--- src/rtl/jstk2_spi_responder_if.sv ---
// SPI link between a PmodJSTK2-style master and the joystick responder.
//   SS      : slave select, active low (master -> slave)
//   SCLK    : serial clock, idle low, mode 0 (master -> slave)
//   MOSI    : master-out data (master -> slave)
//   MISO    : slave-out data (slave -> master)
//   miso_oe : high while the slave drives MISO (slave -> master/pad)
interface jstk2_spi_responder_if;
  logic SS;
  logic SCLK;
  logic MOSI;
  logic MISO;
  logic miso_oe;

  modport master (output SS, SCLK, MOSI, input MISO, miso_oe);
  modport slave  (input SS, SCLK, MOSI, output MISO, miso_oe);
endinterface

--- src/rtl/jstk2_spi_responder.sv ---
// SPI mode-0 slave emulating a PmodJSTK2 joystick. Each 40-bit frame returns
// {xpos[7:0], xpos[9:8], ypos[7:0], ypos[9:8], buttons} and accepts a command
// byte plus R,G,B; a CMD_SET_RGB command updates the rgb output.
// Ports:
//   CLK, RST          : system clock, asynchronous active-high reset
//   xpos, ypos        : 10-bit joystick position, sampled at frame start
//   buttons           : bit0 stick button, bit1 trigger
//   spi               : SPI link (slave modport)
//   rgb, rgb_valid    : last accepted {R,G,B} and its one-cycle update pulse
//   frame_done        : one-cycle pulse after a complete 40-bit frame
//   frame_err         : one-cycle pulse after a frame of any other length
//   busy              : high while a frame is being shifted
//
// state | meaning
// IDLE  | waiting for SS falling edge, MISO held at 0
// SHIFT | SS low, shifting bits on SCLK edges
// DONE  | one cycle after SS rises, frame length/command evaluated
module jstk2_spi_responder #(
  parameter int          SYNC_STAGES = 2,   // must be 2 or more
  parameter logic [7:0]  CMD_SET_RGB = 8'h84
) (
  input  logic                   CLK,
  input  logic                   RST,
  input  logic [9:0]             xpos,
  input  logic [9:0]             ypos,
  input  logic [1:0]             buttons,
  jstk2_spi_responder_if.slave   spi,
  output logic [23:0]            rgb,
  output logic                   rgb_valid,
  output logic                   frame_done,
  output logic                   frame_err,
  output logic                   busy
);

  typedef enum logic [1:0] {IDLE, SHIFT, DONE} state_t;

  state_t state, state_nxt;

  logic [SYNC_STAGES-1:0] ss_sync, sclk_sync, mosi_sync;
  logic ss_s, sclk_s, mosi_s;
  logic ss_d, sclk_d;
  logic ss_armed;
  logic ss_fall, ss_rise, sclk_rise, sclk_fall;

  logic [39:0] tx_sr;
  logic [39:0] tx_snap;
  logic [31:0] rx_sr;
  logic [5:0]  bit_cnt;

  logic done_ok, done_err, rgb_load;

  // SS chain resets low so that a frame already in progress when reset
  // releases never produces a falling edge; only a real high-to-low
  // transition on the pin starts a frame.
  always_ff @(posedge CLK or posedge RST) begin
    if (RST) begin
      ss_sync   <= '0;
      sclk_sync <= '0;
      mosi_sync <= '0;
      ss_d      <= 1'b0;
      sclk_d    <= 1'b0;
      ss_armed  <= 1'b0;
    end else begin
      ss_sync   <= {ss_sync[SYNC_STAGES-2:0], spi.SS};
      sclk_sync <= {sclk_sync[SYNC_STAGES-2:0], spi.SCLK};
      mosi_sync <= {mosi_sync[SYNC_STAGES-2:0], spi.MOSI};
      ss_d      <= ss_s;
      sclk_d    <= sclk_s;
      if (ss_s)
        ss_armed <= 1'b1;
    end
  end

  assign ss_s   = ss_sync[SYNC_STAGES-1];
  assign sclk_s = sclk_sync[SYNC_STAGES-1];
  assign mosi_s = mosi_sync[SYNC_STAGES-1];

  assign ss_fall   = ss_d & ~ss_s;
  assign ss_rise   = ~ss_d & ss_s;
  assign sclk_rise = ~sclk_d & sclk_s;
  assign sclk_fall = sclk_d & ~sclk_s;

  // Output enable stays off after reset until SS has been seen high, which
  // keeps the reset value at 0 even with the SS chain reset low.
  assign spi.miso_oe = ss_armed & ~ss_s;
  assign spi.MISO    = (state == SHIFT) & tx_sr[39];
  assign busy        = (state == SHIFT);

  assign tx_snap = {xpos[7:0], 6'b0, xpos[9:8], ypos[7:0], 6'b0, ypos[9:8],
                    6'b0, buttons};

  always_ff @(posedge CLK or posedge RST) begin
    if (RST)
      state <= IDLE;
    else
      state <= state_nxt;
  end

  always_comb begin
    state_nxt = state;
    done_ok   = 1'b0;
    done_err  = 1'b0;
    rgb_load  = 1'b0;
    case (state)
      IDLE:  if (ss_fall) state_nxt = SHIFT;
      SHIFT: if (ss_rise) state_nxt = DONE;
      DONE: begin
        state_nxt = IDLE;
        if (bit_cnt == 6'd40) begin
          done_ok  = 1'b1;
          rgb_load = (rx_sr[31:24] == CMD_SET_RGB);
        end else begin
          done_err = 1'b1;
        end
      end
      default: state_nxt = IDLE;
    endcase
  end

  // SCLK edges and the SS rise share a cycle safely: the shift/count updates
  // land together with the move to DONE, so DONE sees the final count.
  always_ff @(posedge CLK or posedge RST) begin
    if (RST) begin
      tx_sr      <= '0;
      rx_sr      <= '0;
      bit_cnt    <= '0;
      rgb        <= '0;
      rgb_valid  <= 1'b0;
      frame_done <= 1'b0;
      frame_err  <= 1'b0;
    end else begin
      rgb_valid  <= rgb_load;
      frame_done <= done_ok;
      frame_err  <= done_err;
      if (rgb_load)
        rgb <= rx_sr[23:0];
      case (state)
        IDLE: begin
          if (ss_fall) begin
            tx_sr   <= tx_snap;
            rx_sr   <= '0;
            bit_cnt <= '0;
          end
        end
        SHIFT: begin
          if (sclk_rise) begin
            // Only command and R,G,B are kept; byte 4 is never needed.
            if (bit_cnt < 6'd32)
              rx_sr <= {rx_sr[30:0], mosi_s};
            if (bit_cnt != 6'd41)
              bit_cnt <= bit_cnt + 6'd1;
          end
          // Zeros fill in behind, so bits past 40 read back as 0.
          if (sclk_fall)
            tx_sr <= {tx_sr[38:0], 1'b0};
        end
        default: ;
      endcase
    end
  end

endmodule

--- src/flat_wrapper.sv ---
// flat-port wrapper written by rule: the top's interface ports become plain ports
module jstk2_spi_responder_flat 
#(
  parameter int          SYNC_STAGES = 2,                       
  parameter logic [7:0]  CMD_SET_RGB = 8'h84
)
  (CLK, RST, xpos, ypos, buttons, rgb, rgb_valid, frame_done, frame_err, busy, spi_SS, spi_SCLK, spi_MOSI, spi_MISO, spi_miso_oe);
  jstk2_spi_responder_if spi_i ();
  input  logic CLK;
  input  logic RST;
  input  logic [9:0] xpos;
  input  logic [9:0] ypos;
  input  logic [1:0] buttons;
  output logic [23:0] rgb;
  output logic rgb_valid;
  output logic frame_done;
  output logic frame_err;
  output logic busy;
  input wire logic [$bits(spi_i.SS)-1:0] spi_SS;
  input wire logic [$bits(spi_i.SCLK)-1:0] spi_SCLK;
  input wire logic [$bits(spi_i.MOSI)-1:0] spi_MOSI;
  output wire logic [$bits(spi_i.MISO)-1:0] spi_MISO;
  output wire logic [$bits(spi_i.miso_oe)-1:0] spi_miso_oe;
  assign spi_i.SS = spi_SS;
  assign spi_i.SCLK = spi_SCLK;
  assign spi_i.MOSI = spi_MOSI;
  assign spi_MISO = spi_i.MISO;
  assign spi_miso_oe = spi_i.miso_oe;
  jstk2_spi_responder #(.SYNC_STAGES(SYNC_STAGES), .CMD_SET_RGB(CMD_SET_RGB)) u_core (.CLK(CLK), .RST(RST), .xpos(xpos), .ypos(ypos), .buttons(buttons), .spi(spi_i), .rgb(rgb), .rgb_valid(rgb_valid), .frame_done(frame_done), .frame_err(frame_err), .busy(busy));
endmodule
--- config.mk ---
export PLATFORM = sky130hd
export DESIGN_NAME = jstk2_spi_responder_flat
export DESIGN_NICKNAME = d
export VERILOG_FILES = /design/src/rtl/jstk2_spi_responder_if.sv /design/src/rtl/jstk2_spi_responder.sv /design/src/flat_wrapper.sv
export SDC_FILE = /design/constraint.sdc
export NUM_CORES = 1
export LEC_CHECK = 0
export BUFFER_PORTS_ARGS = -buffer_cell sky130_fd_sc_hd__buf_2
export CAP_MARGIN = 15
export CORE_MARGIN = 3
export CORE_UTILIZATION = 42
export DETAILED_ROUTE_END_ITERATION = 12
export PLACE_DENSITY_LB_ADDON = 0.1
export SLEW_MARGIN = 20
export SYNTH_ARGS = -nofsm -noshare
export SYNTH_HDL_FRONTEND = slang
export SYNTH_SLANG_ARGS = --single-unit
export TNS_END_PERCENT = 1
--- constraint.sdc ---
create_clock -name CLK -period 3.7 [get_ports CLK]
set_input_delay 0.37 -clock CLK [delete_from_list [all_inputs] [get_ports CLK]]
set_output_delay 0.37 -clock CLK [all_outputs]
set_load 0.01 [all_outputs]
=== Yosys cells after proc, flatten, opt, wreduce, memory -nomap -nowiden ===
Index checks and enable logic that the tools add are counted.

* Bitwise operators: 10
* Equality and inequality tests: 11
* Order comparisons: 1
* $add $sub $neg: 1
* Multiplexer cells: 20
* Reductions and logical operators: 6

{| class="wikitable"
|+ Operators with widths
! cell !! number
|-
| two-way mux 32 bit || 3
|-
| two-way mux 40 bit || 2
|-
| case mux 40 bit (2 select lines) || 1
|-
| case mux 32 bit (2 select lines) || 1
|-
| two-way mux 6 bit || 3
|-
| inequality test 2 x 1 -> 1 bit (second input constant) || 6
|-
| case mux 6 bit (2 select lines) || 1
|-
| == test 8 bit (second input constant) || 1
|-
| AND reduction 4 bit || 2
|-
| adder 6 x 1 -> 6 bit (second input constant) || 1
|-
| bitwise AND 1 bit || 6
|-
| == test 6 bit (second input constant) || 1
|-
| < comparator 6 bit (second input constant) || 1
|-
| two-way mux 1 bit || 6
|-
| inequality test 6 bit (second input constant) || 1
|-
| two-way mux 2 bit || 2
|-
| inverter 1 bit || 4
|-
| case mux 2 bit (2 select lines) || 1
|-
| AND reduction 3 bit || 1
|-
| == test 2 x 1 -> 1 bit (second input constant) || 1
|-
| == test 2 bit (second input constant) || 1
|-
| zero test 2 bit || 1
|-
| AND reduction 2 bit || 1
|-
| nonzero test 2 bit || 1
|}

* Input bits: 27
* Register bits after elaboration: 116
* Output and inout bits: 30

=== Logic depth before layout (Yosys ltp) ===
Gate-level depths: netlist of run 1.

* Word-level depth: 4
* Mapped depth: 7
* Depth with buffers taken out: 5

=== Least setup slack after synthesis of run 1 ===
Ideal clock, no wire load.

* Path kind: register to output
* Start point: register u_core.state[1]
* End point: output port spi_MISO
* Data arrival time: 1.369 ns
* Buffers on the path: 3
* Cell stages (with the launch flop): 7
* Setup slack: 1.961 ns
* Cell sequence: dfrtp_1 buf_2 nand2b_1 clkbuf_1 inv_2 clkbuf_1 and2_1

* Longest elaborated chain between the ends: 2

{| class="wikitable"
|+ Ends and longest elaborated chain
! element !! line !! source
|-
| start, declared || jstk2_spi_responder.sv:37 || <nowiki>state_t state, state_nxt;</nowiki>
|-
| start signal, assigned || jstk2_spi_responder.sv:96 || <nowiki>state <= state_nxt;</nowiki>
|-
| == test 2 x 1 -> 1 bit || jstk2_spi_responder.sv:86 || <nowiki>assign spi.MISO = (state == SHIFT) & tx_sr[39];</nowiki>
|-
| bitwise AND 1 bit || jstk2_spi_responder.sv:86 ||
|-
| end, declared || flat_wrapper.sv:22 || <nowiki>output wire logic [$bits(spi_i.MISO)-1:0] spi_MISO;</nowiki>
|}

Every way passes these cells.

=== Final worst setup path of run 1 ===
Same ends and word-level chain as after synthesis.

==> results of run 1 <==
==> power by group <==
| group | switching, mW | internal [mW] | total, mW |
|---|---|---|---|
| logic | 0.225 | 0.137 | 0.362 |
| registers | 0.0916 | 1.41 | 1.50 |
| clock network | 0.564 | 1.25 | 1.81 |
| total | 0.881 | 2.79 | 3.68 |
==> stage by stage <==
stage               setup slack [ps]  utilization [%]  instances  power [mW]  hold slack (ps)
finish                          1357            54.34        602       3.675            89.69
global placement                1496            47.77        567       1.870            332.0
floorplan                      257.6                -        392       1.778            331.2
CTS                             1345            54.34        602       3.722            99.59
global route                    1244            54.34        602       3.858            113.4
detailed placement              1444            47.77        567       1.886            335.8
==> area by class of cell <==
class / count / area (sq um) / share of cell area, %
Clock inverter: 13 / 229.0 / 4.010
Timing Repair Buffer: 66 / 362.8 / 6.354
Clock buffer: 19 / 431.7 / 7.559
Inverter: 6 / 25.02 / 0.4382
Tap cell: 136 / 170.2 / 2.980
Sequential cell: 116 / 2903 / 50.83
Multi-Input combinational cell: 246 / 1589 / 27.83
==> layer usage <==
metal | routed length [um] | global-route usage [%] | up-vias | part of all wire [%]
li1 | - | - | 1492 | -
met1 | 4376 | 21.52 | 1552 | 49
met2 | 4213 | 23.46 | 50 | 47
met3 | 301 | 3.876 | 6 | 3.4
met4 | 73 | 5.665 | 0 | 0.81
met5 | 0 | 0 | - | 0
==> critical path: stages, from the launching register on <==
cell	delay, ps
dfrtp_1	470
nand2b_1	220
inv_2	70
buf_4	380
and2_1	180
buf_2	120
==> repair_timing <==
item,CTS,global route
setup endpoints to repair,0,0
hold endpoints to repair,3,0
buffers inserted,0,0
hold buffers,3,0
==> worst max path at each step <==
stage / endpoint / slack, ps / depth (start not counted)
6_report: spi_MISO / 1360 / 5
4_1_cts: spi_MISO / 1340 / 5
2_1_floorplan: u_core.bit_cnt[0] / 260 / 1
3_5_place_dp: u_core.tx_sr[22] / 1440 / 5
3_3_place_gp: u_core.tx_sr[22] / 1500 / 5
5_1_grt: spi_MISO / 1240 / 5
==> flip-flops by register name (all words and copies together) (netlist names), 2 cells and up <==
name / count
u_core.rx_sr: 32
u_core.tx_sr: 40
u_core.rgb: 24
u_core.ss_sync: 2
u_core.bit_cnt: 6
u_core.sclk_sync: 2
u_core.mosi_sync: 2
u_core.state: 2
==> logic make-up after synthesis <==
kind of cell / synth area share, %
AO/OA/AOI/OAI: 11.93
adder cells (fa/ha/maj): 0.8113
buffers and inverters: 3.137
flip-flops: 62.74
multiplexers: 7.382
AND/OR/NAND/NOR: 14.01
==> cell usage in the layout, fill, tap and decap left out, types with 3 or more instances in the layout <==
cell           count
ha_1               3
inv_1              4
a31oi_1           22
a21oi_1            6
nand3_1           19
clkinv_2           3
buf_2             56
nand2b_1           3
nor2_1            23
and2_1             3
a22o_1            32
o21ai_0            6
dlygate4sd3_1      3
dfrtp_1          116
buf_4              7
mux2_2             5
mux2_4            19
nand2_1           83
bufinv_16          6
clkbuf_16         16
==> flow_metrics.env, run 1 <==
export IMPL_ir_drop_v=0.0003755
export IMPL_die_area_sq_mm=0.01231
export IMPL_rows=37
export IMPL_ys_top_cells_by_count="dfrtp_1, nand2_1, a22o_1, nor2_1, a31oi_1"
export IMPL_synth_area_leader_cell="dfrtp_1"
export IMPL_syn_area_per_cell_sq_um=11.80
export IMPL_worstSkewPairLatency_ps=500
export IMPL_nets=483
export IMPL_status="finished clean"
export IMPL_synth_edf_count=0
export IMPL_timing_reg2reg_setup_slack_ps=1450
export IMPL_grt_total_usage_pct=15.45
export IMPL_finalInstanceArea_sq_mm=0.005710
export IMPL_grt_pass1_vias=3149
export IMPL_worst_ep_arrival_time_ps=1970
export IMPL_numCtsBuffers=17
export IMPL_period_share_pct=63.32
export IMPL_num_vias=3100
export IMPL_grt_pass1_wl_um=15500
export IMPL_critPathRequiredTime_ps=3330
export IMPL_powerDensity_mw_per_mm2=643.6
export IMPL_cts_resized=0
export IMPL_clockBufferDepth=2
export IMPL_cts_tree="done"
export IMPL_startpoint_type="register"
export IMPL_die_w_um=111.0
export IMPL_worstPathMaxFanout=44
export IMPL_postRouteAntennaNets=0
export IMPL_reg2reg_to="u_core.tx_sr[22]"
export IMPL_p_leak_nw=2.940
export IMPL_syn_nets=422
export IMPL_yosys_register_bits=116
export IMPL_max_freq_mhz=426.8
export IMPL_drtPass1Iterations=4
export IMPL_io_pins=57
export IMPL_startpoint="u_core.state[1]"
export IMPL_drv_slew=0
export IMPL_synth_top_cells_by_area="dfrtp_1, nand2_1, mux2_4, a22o_1, a31oi_1"
export IMPL_grt_max_degree=78
export IMPL_setup_tns_ps=0
export IMPL_area_growth_pct=23.42
export IMPL_rsz0062_at_grt="no"
export IMPL_coreArea_sq_mm=0.01051
export IMPL_place_gp_congestion=0.7435
export IMPL_max_cap_violations=0
export IMPL_place_hpwl_um=5371
export IMPL_drtIter0Drc=168
export IMPL_reg2reg_from="u_core.state[0]"
export IMPL_dpl_cell_area_sq_mm=0.005020
export IMPL_finClkSkew_ps=11.76
export IMPL_drc=0
export IMPL_wire_per_inst_um=14.89
export IMPL_antenna_cells=0
export IMPL_clk_pin_slew_ps=60
export IMPL_yosysMostFrequentCell="dfrtp_1"
export IMPL_synth_top_area_share_pct=62.74
export IMPL_syn_inst=392
export IMPL_fin_crit_ps=2343
export IMPL_totalWireLength_um=8965
export IMPL_clkSinkCount=116
export IMPL_yosys_warnings=0
export IMPL_min_path_type="input port to asynchronous set/reset pin"
export IMPL_nFillCells=911
export IMPL_end_kind="output pin"
export IMPL_start_util_pct=44.03
export IMPL_slew_headroom_pct=30.62
export IMPL_synth_flop_cell="dfrtp_1"
export IMPL_htree_levels=4
export IMPL_critPathKind="register to output pin"
export IMPL_port_buffers=56
export IMPL_ys_seq_area_share_pct=62.74
export IMPL_synth_cell_types=35
export IMPL_vias_per_cell=5.150
export IMPL_tightest_slew_ps=1041
export IMPL_finalHoldViolations=0
export IMPL_overflow=0
export IMPL_die_y_um=111.0
export IMPL_setup_viol=0
export IMPL_antenna_found_initial=0
export IMPL_layout_drive_gt1_share_pct=27.04
export IMPL_rr_worst_depth=5
export IMPL_cts_root_buf="clkbuf_8"
export IMPL_synthArstFlopShare_pct=100.0
export IMPL_synth_area_sq_mm=0.004627
No activity file was read; power rests on OpenSTA's default activity.
==> run 2, diff against run 1 <==
==> constraint.sdc (replaced) <==
create_clock -name CLK -period 2.3 [get_ports CLK]
set_input_delay 0.23 -clock CLK [delete_from_list [all_inputs] [get_ports CLK]]
set_output_delay 0.23 -clock CLK [all_outputs]
set_load 0.01 [all_outputs]
==> flow_metrics.env, run 2 (same netlist as run 1, synthesis figures left out) <==
export IMPL_status="finished clean"
export IMPL_clk_pin_slew_ps=60
export IMPL_critPathKind="register to output pin"
export IMPL_clockBufferDepth=2
export IMPL_cts_tree="done"
export IMPL_finClkSkew_ps=10.25
export IMPL_drc=0
export IMPL_final_util_pct=55.64
export IMPL_ir_drop_v=0.0005152
export IMPL_wire_per_inst_um=14.37
export IMPL_powerDensity_mw_per_mm2=926.6
export IMPL_grt_pass1_wl_um=15570
export IMPL_nFillCells=920
export IMPL_io_pins=57
export IMPL_setup_viol=0
export IMPL_setup_tns_ps=0
export IMPL_postRouteAntennaNets=0
export IMPL_port_buffers=56
export IMPL_totalWireLength_um=8969
export IMPL_overflow=0
export IMPL_start_util_pct=44.03
export IMPL_nets=505
export IMPL_place_hpwl_um=5341
export IMPL_period_share_pct=93.93
export IMPL_drtIter0Drc=175
export IMPL_rows=37
export IMPL_p_comb_share_pct=11.5
export IMPL_rsz0062_at_grt="no"
export IMPL_place_gp_congestion=0.6928
export IMPL_numCtsBuffers=17
export IMPL_top_register="u_core.tx_sr"
export IMPL_drv_slew=0
export IMPL_switching_share_pct=26.17
export IMPL_grt_max_degree=117
export IMPL_largest_reg_flops=40
export IMPL_cts_resized=0
export IMPL_slew_headroom_pct=58.58
export IMPL_htree_levels=4
export IMPL_vias_per_cell=5.035
export IMPL_die_w_um=111.0
export IMPL_layout_drive_gt1_share_pct=26.02
export IMPL_cts_root_buf="clkbuf_8"
export IMPL_die_area_sq_mm=0.01231
export IMPL_clkPwrFrac_pct=43.8
export IMPL_antenna_found_initial=0
export IMPL_p_int_mw=4.000
export IMPL_p_leak_nw=2.970
export IMPL_clkSinkCount=116
export IMPL_drtPass1Iterations=4
export IMPL_power_mw=5.417
export IMPL_mostFrequentLayoutCells="dfrtp_1, nand2_1, buf_2"
export IMPL_min_path_type="input port to register"
export IMPL_finalHoldViolations=0
export IMPL_antenna_cells=0
export IMPL_fin_ws_ps=139.6
export IMPL_critPathRequiredTime_ps=2070
export IMPL_worst_ep_arrival_time_ps=1930
export IMPL_max_freq_mhz=462.9
export IMPL_num_vias=3142
export IMPL_worstSkewPairLatency_ps=510
export IMPL_end_kind="output pin"
export IMPL_mostFrequentLayoutCell="dfrtp_1"
export IMPL_fin_crit_ps=2160
export IMPL_grt_total_usage_pct=15.49
export IMPL_top_regs="u_core.tx_sr: 40 flops, u_core.rx_sr: 32 flops, u_core.rgb: 24 flops"
export IMPL_power_frac_seq_pct=44.7
export IMPL_coreArea_sq_mm=0.01051
export IMPL_worstPathMaxFanout=28
export IMPL_max_cap_violations=0
export IMPL_pre_cts_slack_ps=325.9
export IMPL_tightest_slew_ps=621.4
export IMPL_die_y_um=111.0
export IMPL_p_sw_mw=1.418
export IMPL_startpoint_type="register"
export IMPL_area_growth_pct=26.37
export IMPL_grt_pass1_vias=3187
## run 2: cell types whose count changed in the layout (fill, tap and decap cells not counted), moves of 2 or more
cell           change
dlygate4sd3_1     +22
clkinv_4           -2
clkinv_2           +2
clkinvlp_4         +6
buf_12             +2
buf_4              -2
bufinv_16          -5
## run 2: power groups by stage
stage	clock network, mW	registers, mW	logic (mW)
floorplan	0	2.41	0.454
global placement	0	2.44	0.579
detailed placement	0	2.46	0.598
CTS	2.45	2.42	0.635
global route	2.53	2.46	0.726
finish	2.37	2.42	0.624
## run 2: stage by stage
stage / area [sq um] / cells / hold slack, ps
floorplan: 4631 / 392 / 261.4
global placement: 5046 / 567 / 333.7
detailed placement: 5046 / 567 / 336.4
CTS: 5847 / 624 / 21.56
global route: 5847 / 624 / 44.75
finish: 5847 / 624 / 42.98
## run 2: cell type report
cell class	instances	area (sq um)	share of cell area [%]
Clock buffer	19	441.7	7.554
Timing Repair Buffer	88	608.1	10.40
Multi-Input combinational cell	246	1589	27.18
Inverter	6	26.28	0.4494
Clock inverter	13	108.9	1.862
Sequential cell	116	2903	49.65
Tap cell	136	170.2	2.910
## run 2: critical path, cell delays in order (launching register included)
cell and delay (ps):
dfrtp_1 480, nand2b_1 270, inv_2 150, buf_4 320
buf_2 200
## run 2: timing repair
action,CTS,global route
hold buffers,25,0
setup buffers,0,0
endpoints found under the hold margin,140,0
## run 2: final timing paths
path / from / end / slack, ps / cells after the start
max: u_core.state[1] / busy / 140 / 4
min in group asynchronous: RST / u_core.ss_d / 420 / 4
max in group asynchronous: RST / u_core.mosi_sync[1] / 1390 / 4
min reg2reg: u_core.ss_sync[0] / u_core.ss_sync[1] / 350 / 0
min: buttons[1] / u_core.tx_sr[1] / 40 / 3
max reg2reg: u_core.bit_cnt[2] / u_core.rgb[3] / 280 / 4
## run 2: per-layer routing
| layer | wire (um) | global-route usage, % | part of all wire (%) | vias up |
|---|---|---|---|---|
| li1 | - | - | - | 1527 |
| met1 | 4343 | 21.39 | 48 | 1550 |
| met2 | 4150 | 23.22 | 46 | 55 |
| met3 | 357 | 4.258 | 4.0 | 10 |
| met4 | 117 | 6.158 | 1.3 | 0 |
| met5 | 0 | 0 | 0 | - |
